==> src/rtl/cw_vc_input.sv <==
// cw_vc_input -- clockwise input port of the ring router.
//
// Flits arriving on the clockwise link are buffered into NUM_VC independent
// circular FIFOs; the VC written is the one selected by the current phase.
// Every non-empty VC that is not the phase VC requests either the clockwise
// output (hop != 0, flit forwarded with hop decremented) or the PE output
// (hop == 0, flit delivered unchanged).
//
// Ports:
//   clk        clock, all state updates on the rising edge
//   rst        asynchronous, active-low reset
//   phase      current phase, selects the VC that is written
//   cwsi/cwri  upstream valid / ready (ready = VC[phase] not full)
//   cwdi       upstream flit
//   request_cw per-VC request to the clockwise output arbiter
//   request_pe per-VC request to the PE output arbiter
//   grant_cw   per-VC grant from the clockwise arbiter
//   grant_pe   per-VC grant from the PE arbiter
//   data_out   head flit of VC v at [v*DATA_WIDTH +: DATA_WIDTH] (0 when empty)
//   occupancy  registered entry count of VC v at [v*CW +: CW]
//   overflow   sticky: a flit was offered while VC[phase] was full
//   grant_err  sticky: a grant without matching request, or both grants on one VC
module cw_vc_input #(
    parameter int DATA_WIDTH = 64,
    parameter int NUM_VC     = 2,
    parameter int DEPTH      = 4,
    parameter int HOP_MSB    = 55,
    parameter int HOP_LSB    = 48,
    localparam int VW        = (NUM_VC > 1) ? $clog2(NUM_VC) : 1,
    localparam int CW        = $clog2(DEPTH + 1)
) (
    input  logic                         clk,
    input  logic                         rst,
    input  logic [VW-1:0]                phase,
    input  logic                         cwsi,
    output logic                         cwri,
    input  logic [DATA_WIDTH-1:0]        cwdi,
    output logic [NUM_VC-1:0]            request_cw,
    output logic [NUM_VC-1:0]            request_pe,
    input  logic [NUM_VC-1:0]            grant_cw,
    input  logic [NUM_VC-1:0]            grant_pe,
    output logic [NUM_VC*DATA_WIDTH-1:0] data_out,
    output logic [NUM_VC*CW-1:0]         occupancy,
    output logic                         overflow,
    output logic                         grant_err
);

    localparam int PW = $clog2(DEPTH);
    localparam int HW = HOP_MSB - HOP_LSB + 1;

    logic [NUM_VC*CW-1:0] count_flat;
    logic [NUM_VC-1:0]    push;
    logic [NUM_VC-1:0]    pop;
    logic [NUM_VC-1:0]    vc_err;
    logic [CW-1:0]        sel_count;
    logic                 sel_valid;
    logic                 overflow_reg;
    logic                 grant_err_reg;

    // Count of the VC addressed by phase. A phase value with no matching VC
    // (only possible when NUM_VC is not a power of two) reports not-ready.
    always_comb begin
        sel_valid = 1'b0;
        sel_count = '0;
        for (int i = 0; i < NUM_VC; i++) begin
            if (phase == VW'(i)) begin
                sel_valid = 1'b1;
                sel_count = count_flat[i*CW +: CW];
            end
        end
    end

    assign cwri = sel_valid && (sel_count != CW'(DEPTH));

    generate
        for (genvar gi = 0; gi < NUM_VC; gi++) begin : g_vc
            logic [DATA_WIDTH-1:0] mem_reg [DEPTH];
            logic [PW-1:0]         head_reg;
            logic [PW-1:0]         tail_reg;
            logic [CW-1:0]         count_reg;
            logic [DATA_WIDTH-1:0] head_flit;
            logic [DATA_WIDTH-1:0] out_flit;
            logic [HW-1:0]         hop;
            logic                  eligible;

            assign head_flit = mem_reg[head_reg];
            assign hop       = head_flit[HOP_MSB:HOP_LSB];

            // The phase VC is the one being written, so it never requests;
            // this keeps push and pop on a VC mutually exclusive.
            assign eligible       = (count_reg != '0) && (phase != VW'(gi));
            assign request_cw[gi] = eligible && (hop != '0);
            assign request_pe[gi] = eligible && (hop == '0);

            assign push[gi] = cwsi && (phase == VW'(gi)) && (count_reg != CW'(DEPTH));

            // A grant on a VC that is not requesting that output, or both
            // grants at once, is a protocol error and suppresses the pop.
            assign vc_err[gi] = (grant_cw[gi] & ~request_cw[gi])
                              | (grant_pe[gi] & ~request_pe[gi])
                              | (grant_cw[gi] &  grant_pe[gi]);
            assign pop[gi]    = ((grant_cw[gi] & request_cw[gi])
                              |  (grant_pe[gi] & request_pe[gi])) & ~vc_err[gi];

            // Flits forwarded clockwise leave with one hop consumed.
            always_comb begin
                out_flit = '0;
                if (count_reg != '0) begin
                    out_flit = head_flit;
                    if (hop != '0) begin
                        out_flit[HOP_MSB:HOP_LSB] = hop - HW'(1);
                    end
                end
            end

            assign data_out[gi*DATA_WIDTH +: DATA_WIDTH] = out_flit;
            assign count_flat[gi*CW +: CW]               = count_reg;

            // Storage needs no reset: an entry is only visible once counted.
            always_ff @(posedge clk) begin
                if (push[gi]) begin
                    mem_reg[tail_reg] <= cwdi;
                end
            end

            always_ff @(posedge clk or negedge rst) begin
                if (!rst) begin
                    head_reg  <= '0;
                    tail_reg  <= '0;
                    count_reg <= '0;
                end else begin
                    if (push[gi]) begin
                        tail_reg <= tail_reg + PW'(1);
                    end
                    if (pop[gi]) begin
                        head_reg <= head_reg + PW'(1);
                    end
                    if (push[gi] && !pop[gi]) begin
                        count_reg <= count_reg + CW'(1);
                    end else if (pop[gi] && !push[gi]) begin
                        count_reg <= count_reg - CW'(1);
                    end
                end
            end
        end
    endgenerate

    // Any offered flit that is not accepted was dropped.
    always_ff @(posedge clk or negedge rst) begin
        if (!rst) begin
            overflow_reg  <= 1'b0;
            grant_err_reg <= 1'b0;
        end else begin
            if (cwsi && !cwri) begin
                overflow_reg <= 1'b1;
            end
            if (|vc_err) begin
                grant_err_reg <= 1'b1;
            end
        end
    end

    assign occupancy = count_flat;
    assign overflow  = overflow_reg;
    assign grant_err = grant_err_reg;

endmodule

==> config.mk <==
export PLATFORM = sky130hd
export DESIGN_NAME = cw_vc_input
export DESIGN_NICKNAME = d
export VERILOG_FILES = /design/src/rtl/cw_vc_input.sv
export SDC_FILE = /design/constraint.sdc
export NUM_CORES = 1
export LEC_CHECK = 0
export BUFFER_PORTS_ARGS = -buffer_cell sky130_fd_sc_hd__clkbuf_2
export CAP_MARGIN = 5
export CORE_UTILIZATION = 63
export DETAILED_ROUTE_END_ITERATION = 10
export GPL_TIMING_DRIVEN = 0
export PLACE_DENSITY = 0.92
export SLEW_MARGIN = 15
export SYNTH_ARGS = -nofsm -noshare
export SYNTH_HDL_FRONTEND = slang
export SYNTH_SLANG_ARGS = --single-unit
==> constraint.sdc <==
create_clock -name clk -period 8.55 [get_ports clk]
set_clock_uncertainty 0.15 [all_clocks]
set_input_delay 0.855 -clock clk [delete_from_list [all_inputs] [get_ports clk]]
set_output_delay 0.855 -clock clk [all_outputs]
set_load 0.01 [all_outputs]
==> results.ini, run 1 <==
[layout]
mostFrequentLayoutCells = 512 x edfxtp_1, 211 x clkbuf_2, 129 x mux4_2
fin_nets = 1336
area_growth_pct = 16.0
instances_no_fill = 1720
antenna_cells = 0
drive_above_1_share_pct = 34.6
largest_register_ffs = 512
mostFrequentLayoutCell = edfxtp_1

[synthesis]
async_flop_share_pct = 3.03
synth.avg_cell_area_sq_um = 21.1
yosysSeqAreaShare_pct = 76.3
synthFlopType = edfxtp_1
synthTopCellsByArea = edfxtp_1 74%, mux4_2 14%, and2_1 1.9%
ys_ff_latch = 528
synth_area_sq_um = 20700
synth-edff-count = 512
synth_top_area_share_pct = 74.4
ys_types = 44
syn-num-nets = 1065
yosysTopAreaCell = edfxtp_1
syn_inst = 979
ys_warn_count = 0

[critical_path]
start_kind = register
critical_path_arrival_ns = 3.67
reg2reg_to = g_vc[1].count_reg[1]
crit_path_end = data_out[20]
ff2ff_setup_slack_ns = 4.40
cp_max_fo = 10
crit_type = register to primary output
startpoint = g_vc[0].head_reg[1]
cp.required_ns = 7.55
cp-end-kind = primary output
reg2reg_depth = 14
crit-reg2reg-launch = g_vc[1].head_reg[0]

[route]
drc = 0
drt-total-wl_um = 45400
viasPerCell = 6.18
drt_iter0_drc = 991
antenna_left = 0
wl_per_cell_um = 26.4
first_pass_iters = 5
vias = 10600

[cts]
htree_num_levels = 2
cts_tree = yes
cts_buffers = 50
path_clk_slew_ns = 0.06
root_buffer = clkbuf_16
holdBufCountCts = 0
ctsResizeCount = 0
post-cts-setup-buffers = 0
numClockSinks = 528
clock_latency_ns = 0.55
clockBufferDepth = 3

[global_route]
globalRouteMet1Util_pct = 37.5
grt_pass1_vias = 11100
gr-total-overflow = 0
track_usage_pct = 27.9
busiest_layer = met2
use_met3_pct = 4.86
met2_usage_pct = 47.3
grt_pass1_wl_um = 67500
grt_start_max_net_pins = 39
antenna_found_initial = 0

[power]
power_density_nw_per_um2 = 342
ir_worst_vdd_mv = 0.226
leakagePower_nw = 8.16

[timing]
worst_pin_slew_ns = 1.21
totalNegativeSetupSlack_ns = 0
max_freq_mhz = 214
slew_headroom_pct = 18.6
maxSlewViolCount = 0
hold_violations = 0
rsz0062_at_grt = false
final-setup-viol-count = 0
final.min_clock_period_ns = 4.67
post-route-period-util_pct = 54.6

[floorplanning]
pin_count = 213
design.die.area_sq_um = 33500
die_h_um = 183
die_w_um = 183
start_util_pct = 64.7
core_sq_um = 32000
rows = 65

[run_status]
outcome = finished clean

[placement]
routabilityCongestion = 0.837
dp_hpwl_um = 27000
dpl.cell_count = 1633
portBuffers = 211

[worst_hold_path]
hold_path.class = primary input to asynchronous set/reset pin

[flow_run]
drv_cap = 0

[synthesized netlist by cell type (5+ instances only)]
cell type,count
and2_1,64
inv_1,13
clkbuf_1,23
ha_1,12
nor2_1,28
xnor2_1,15
nand2_1,13
edfxtp_1,512
dfrtp_1,16
buf_2,16
mux4_2,129
nor2b_1,57
nor3_1,17
xor2_1,7
buf_1,5
[cell families after synthesis]
group                    synth area share [%]
AO/OA/AOI/OAI                           0.865
adder cells (fa/ha/maj)                 0.920
XOR/XNOR                                0.932
buffers and inverters                    1.19
flip-flops                               76.3
multiplexers                             14.3
AND/OR/NAND/NOR                          5.55
[where the power goes]
group          internal (mW)  switching (mW)
Combinational           1.26            1.65
Clock                   1.13           0.911
Sequential              3.15           0.103
[metal layers]
metal | wire length (um) | share of wire (%) | up-vias
met3 | 4030 | 8.9 | 90
met1 | 16800 | 37 | 5416
met5 | 0 | 0 | -
met2 | 23400 | 52 | 626
met4 | 1140 | 2.5 | 0
li1 | - | - | 4489
[how the worst min path moves through the flow]
stage,end,slack [ns],cells past startpoint
after global placement,overflow,0.31,1
after global routing,g_vc[1].count_reg[2],0.10,1
final,g_vc[0].head_reg[1],0.09,1
after floorplan,grant_err,0.36,1
after CTS,g_vc[0].head_reg[1],0.07,1
after detailed placement,overflow,0.31,1
[area by class of cell]
type | count | area, sq um
Buffer | 45 | 196
Clock buffer | 64 | 1330
Clock inverter | 23 | 169
Fill cell | 1725 | 7980
Inverter | 13 | 48.8
Multi-Input combinational cell | 393 | 4680
Sequential cell | 528 | 15800
Tap cell | 435 | 544
Timing Repair Buffer | 219 | 1250
[through the flow]
stage | setup WS [ns] | area (sq um) | utilization (%) | power (mW) | hold slack (ns)
after detailed placement | 4.47 | 22500 | 70.4 | 6.18 | 0.314
after global routing | 3.74 | 24000 | 75.0 | 8.51 | 0.101
final | 3.88 | 24000 | 75.0 | 8.19 | 0.0871
after CTS | 3.85 | 24000 | 75.0 | 8.23 | 0.0734
after floorplan | 4.79 | 20700 | - | 5.08 | 0.360
after global placement | 3.27 | 22300 | 69.7 | 6.07 | 0.313
[critical path, stage by stage, from the launching register on]
cell	delay (ns)
dfrtp_1	0.36
clkbuf_1	0.59
buf_1	0.75
clkbuf_1	0.64
mux4_2	0.41
and2_1	0.21
clkbuf_2	0.14
No activity file was read; power rests on OpenSTA's default activity.
==> run 2, diff against run 1 <==
- CORE_UTILIZATION: 63 -> 53
- PLACE_DENSITY: 0.92 -> 0.84
- clock period: 8.55 -> 4.1 ns (I/O delays scaled with it)
==> run 2 against run 1 <==
Net effect: sequential power grew 110%; critical path depth grew 8; non-clock buffer count grew 65; largest power group unchanged; largest cell class unchanged; clock power grew 110%; sequential share of layout area shrank 2.1 points; combinational power grew 110%.
==> results.ini, run 2 (synthesized netlist as in run 1, its figures left out) <==
[cts]
htree_num_levels = 2  ; unchanged
root_buffer = clkbuf_16
clock_latency_ns = 0.57  ; +0.02 ns
clockBufferDepth = 3  ; unchanged
numClockSinks = 528  ; unchanged
path_clk_slew_ns = 0.06  ; about the same
cts_tree = yes
cts_buffers = 50  ; unchanged

[critical_path]
crit_chain = clkbuf_4 > buf_6 > mux4_2 > inv_1 > ha_2 > nor2b_1 > o21ai_0 > a2111oi_2 > buf_4 > o21ai_2 > ha_1 > inv_1 > fa_1 > mux2_2
cp-end-kind = register
worst-path-buf-inv = 5  ; +1
crit_type = register to register
critical_path_arrival_ns = 4.23  ; +0.56 ns
crit-reg2reg-launch = g_vc[1].head_reg[0]
max_stage_delay_ns = 0.58  ; -0.17 ns
cpMaxStageDelayCell = mux4_2
startpoint = g_vc[1].head_reg[0]
crit_path_end = g_vc[1].count_reg[1]
crit_family = adder cells
reg2reg_depth = 14  ; unchanged
ff2ff_setup_slack_ns = 0.17  ; -4.23 ns
cp_max_fo = 10  ; unchanged
cpMostUsedCell = inv_1
cp.required_ns = 4.40  ; -3.15 ns
cp_num_cells = 14  ; +8
start_kind = register
reg2reg_to = g_vc[1].count_reg[1]

[global_route]
antenna_found_initial = 1  ; +1
grt_pass1_wl_um = 67000  ; -0.81%
gr-total-overflow = 0  ; unchanged
grt_start_max_net_pins = 39  ; unchanged
track_usage_pct = 23.4  ; -4.5 points
grt_pass1_vias = 11300  ; +2.2%

[power]
combPwrFrac_pct = 35.4  ; about the same
ir_worst_vdd_mv = 0.504  ; +120%
p_int_mw = 11.6  ; +110%
switching_share_pct = 32.0  ; -0.44 points
clockPowerShare_pct = 25.0  ; about the same
leakagePower_nw = 8.45  ; +3.5%
p_sw_mw = 5.48  ; +110%
seqPwrFrac_pct = 39.6  ; about the same
power_density_nw_per_um2 = 691  ; +100%

[layout]
finish.utilization_pct = 65.1  ; -9.9 points
fillers = 2521  ; +46%
mostFrequentLayoutCell = edfxtp_1
drive_above_1_share_pct = 33.3  ; -1.3 points
mostFrequentLayoutCells = 512 x edfxtp_1, 211 x clkbuf_2, 129 x mux4_2
final_area_sq_um = 24800  ; +3.3%
area_growth_pct = 19.8
fin_nets = 1401  ; +4.9%
largest_register_ffs = 512  ; unchanged

[placement]
place_worst_setup_slack_ns = -0.157  ; -4.63 ns
placed_cell_area_sq_um = 22600  ; +0.42%
routabilityCongestion = 0.799  ; -4.6%
portBuffers = 211  ; unchanged
dp_hpwl_um = 27100  ; +0.53%

[route]
drt_iter0_drc = 891  ; -10%
drc = 0  ; unchanged
wl_per_cell_um = 24.3  ; -7.8%
drt-total-wl_um = 45300  ; -0.11%
vias = 10800  ; +1.4%
top_layer_used = met4
viasPerCell = 5.78  ; -6.4%
first_pass_iters = 5  ; unchanged
antenna_left = 0  ; unchanged
wl_met3_um = 3600  ; -11%
drt-met1-wl_um = 17900  ; +6.1%
met2_length_um = 22900  ; -2.0%

[floorplanning]
pin_count = 213  ; unchanged
core_sq_um = 38000  ; +19%
die_h_um = 200  ; +8.9%
start_util_pct = 54.4  ; -10 points
die_w_um = 200  ; +8.9%
rows = 71  ; +9.2%
design.die.area_sq_um = 39800  ; +19%

[timing]
holdWs_ns = 0.0940  ; +0.00691 ns
totalNegativeSetupSlack_ns = 0  ; unchanged
hold_violations = 0  ; unchanged
final.min_clock_period_ns = 3.93
setup_ws_ns = 0.174  ; -3.70 ns
worst_pin_slew_ns = 1.13  ; -0.0798 ns
slew_headroom_pct = 23.9  ; +5.3 points
final-setup-viol-count = 0  ; unchanged
post-route-period-util_pct = 95.8
maxSlewViolCount = 0  ; unchanged
max_freq_mhz = 255

[worst_hold_path]
hold_path.class = primary input to register

[flow_run]
drv_cap = 0  ; unchanged

[run_status]
outcome = finished clean

run 2: how the worst min path moves through the flow:
stage                           start                   end  slack [ns]  cells after the start
after global placement            rst              overflow        0.20                      1
after CTS                 grant_pe[1]             grant_err        0.05                      3
after detailed placement          rst              overflow        0.22                      1
after floorplan                   rst  g_vc[0].count_reg[0]       -0.04                      0
after global routing      grant_pe[1]             grant_err        0.08                      3
final                     grant_pe[1]             grant_err        0.09                      3
run 2: area by class of cell:
class	count	area, sq um	area share, %
antenna	1	2.50	0.0101
buffer	43	199	0.803
clock buffer	61	1310	5.30
clock inverter	28	190	0.768
inverter	13	48.8	0.197
multi-input combinational	393	4680	18.9
sequential	528	15800	63.7
tap	511	639	2.58
timing repair buffer	286	1910	7.73
run 2: worst min-delay path, delay by kind of cell:
kind | cells | cell delay (ns)
compound gates | 1 | 0.12
buf+inv | 1 | 0.13
simple gates | 1 | 0.11
run 2: power groups by stage:
| stage | logic (mW) | clock network, mW | registers (mW) |
|---|---|---|---|
| detailed placement | 6.04 | 0 | 6.87 |
| CTS | 6.15 | 4.35 | 6.77 |
| global route | 6.52 | 4.54 | 6.82 |
| floorplan | 3.73 | 0 | 6.86 |
| finish | 6.06 | 4.28 | 6.78 |
| global placement | 5.85 | 0 | 6.90 |
run 2: per-layer routing:
layer  track usage [%]  up-vias
met4              7.10        0
met2              39.5      498
met1              30.5     5579
met3              5.25       75
li1                  -     4623
met5                 0        -
run 2: repair_timing:
action,in CTS,in global routing
cloned,0,0
setup buffers,0,1
pin swaps,0,1
hold buffers,66,0
setup endpoints to repair,30,1
hold endpoints to repair,529,0
resized for setup,3,3
run 2: per-stage QoR:
| step | cells | power (mW) |
|---|---|---|
| 6_report | 1864 | 17.1 |
| 2_1_floorplan | 979 | 10.6 |
| 3_3_place_gp | 1701 | 12.7 |
| 5_1_grt | 1864 | 17.9 |
| 4_1_cts | 1863 | 17.3 |
| 3_5_place_dp | 1709 | 12.9 |
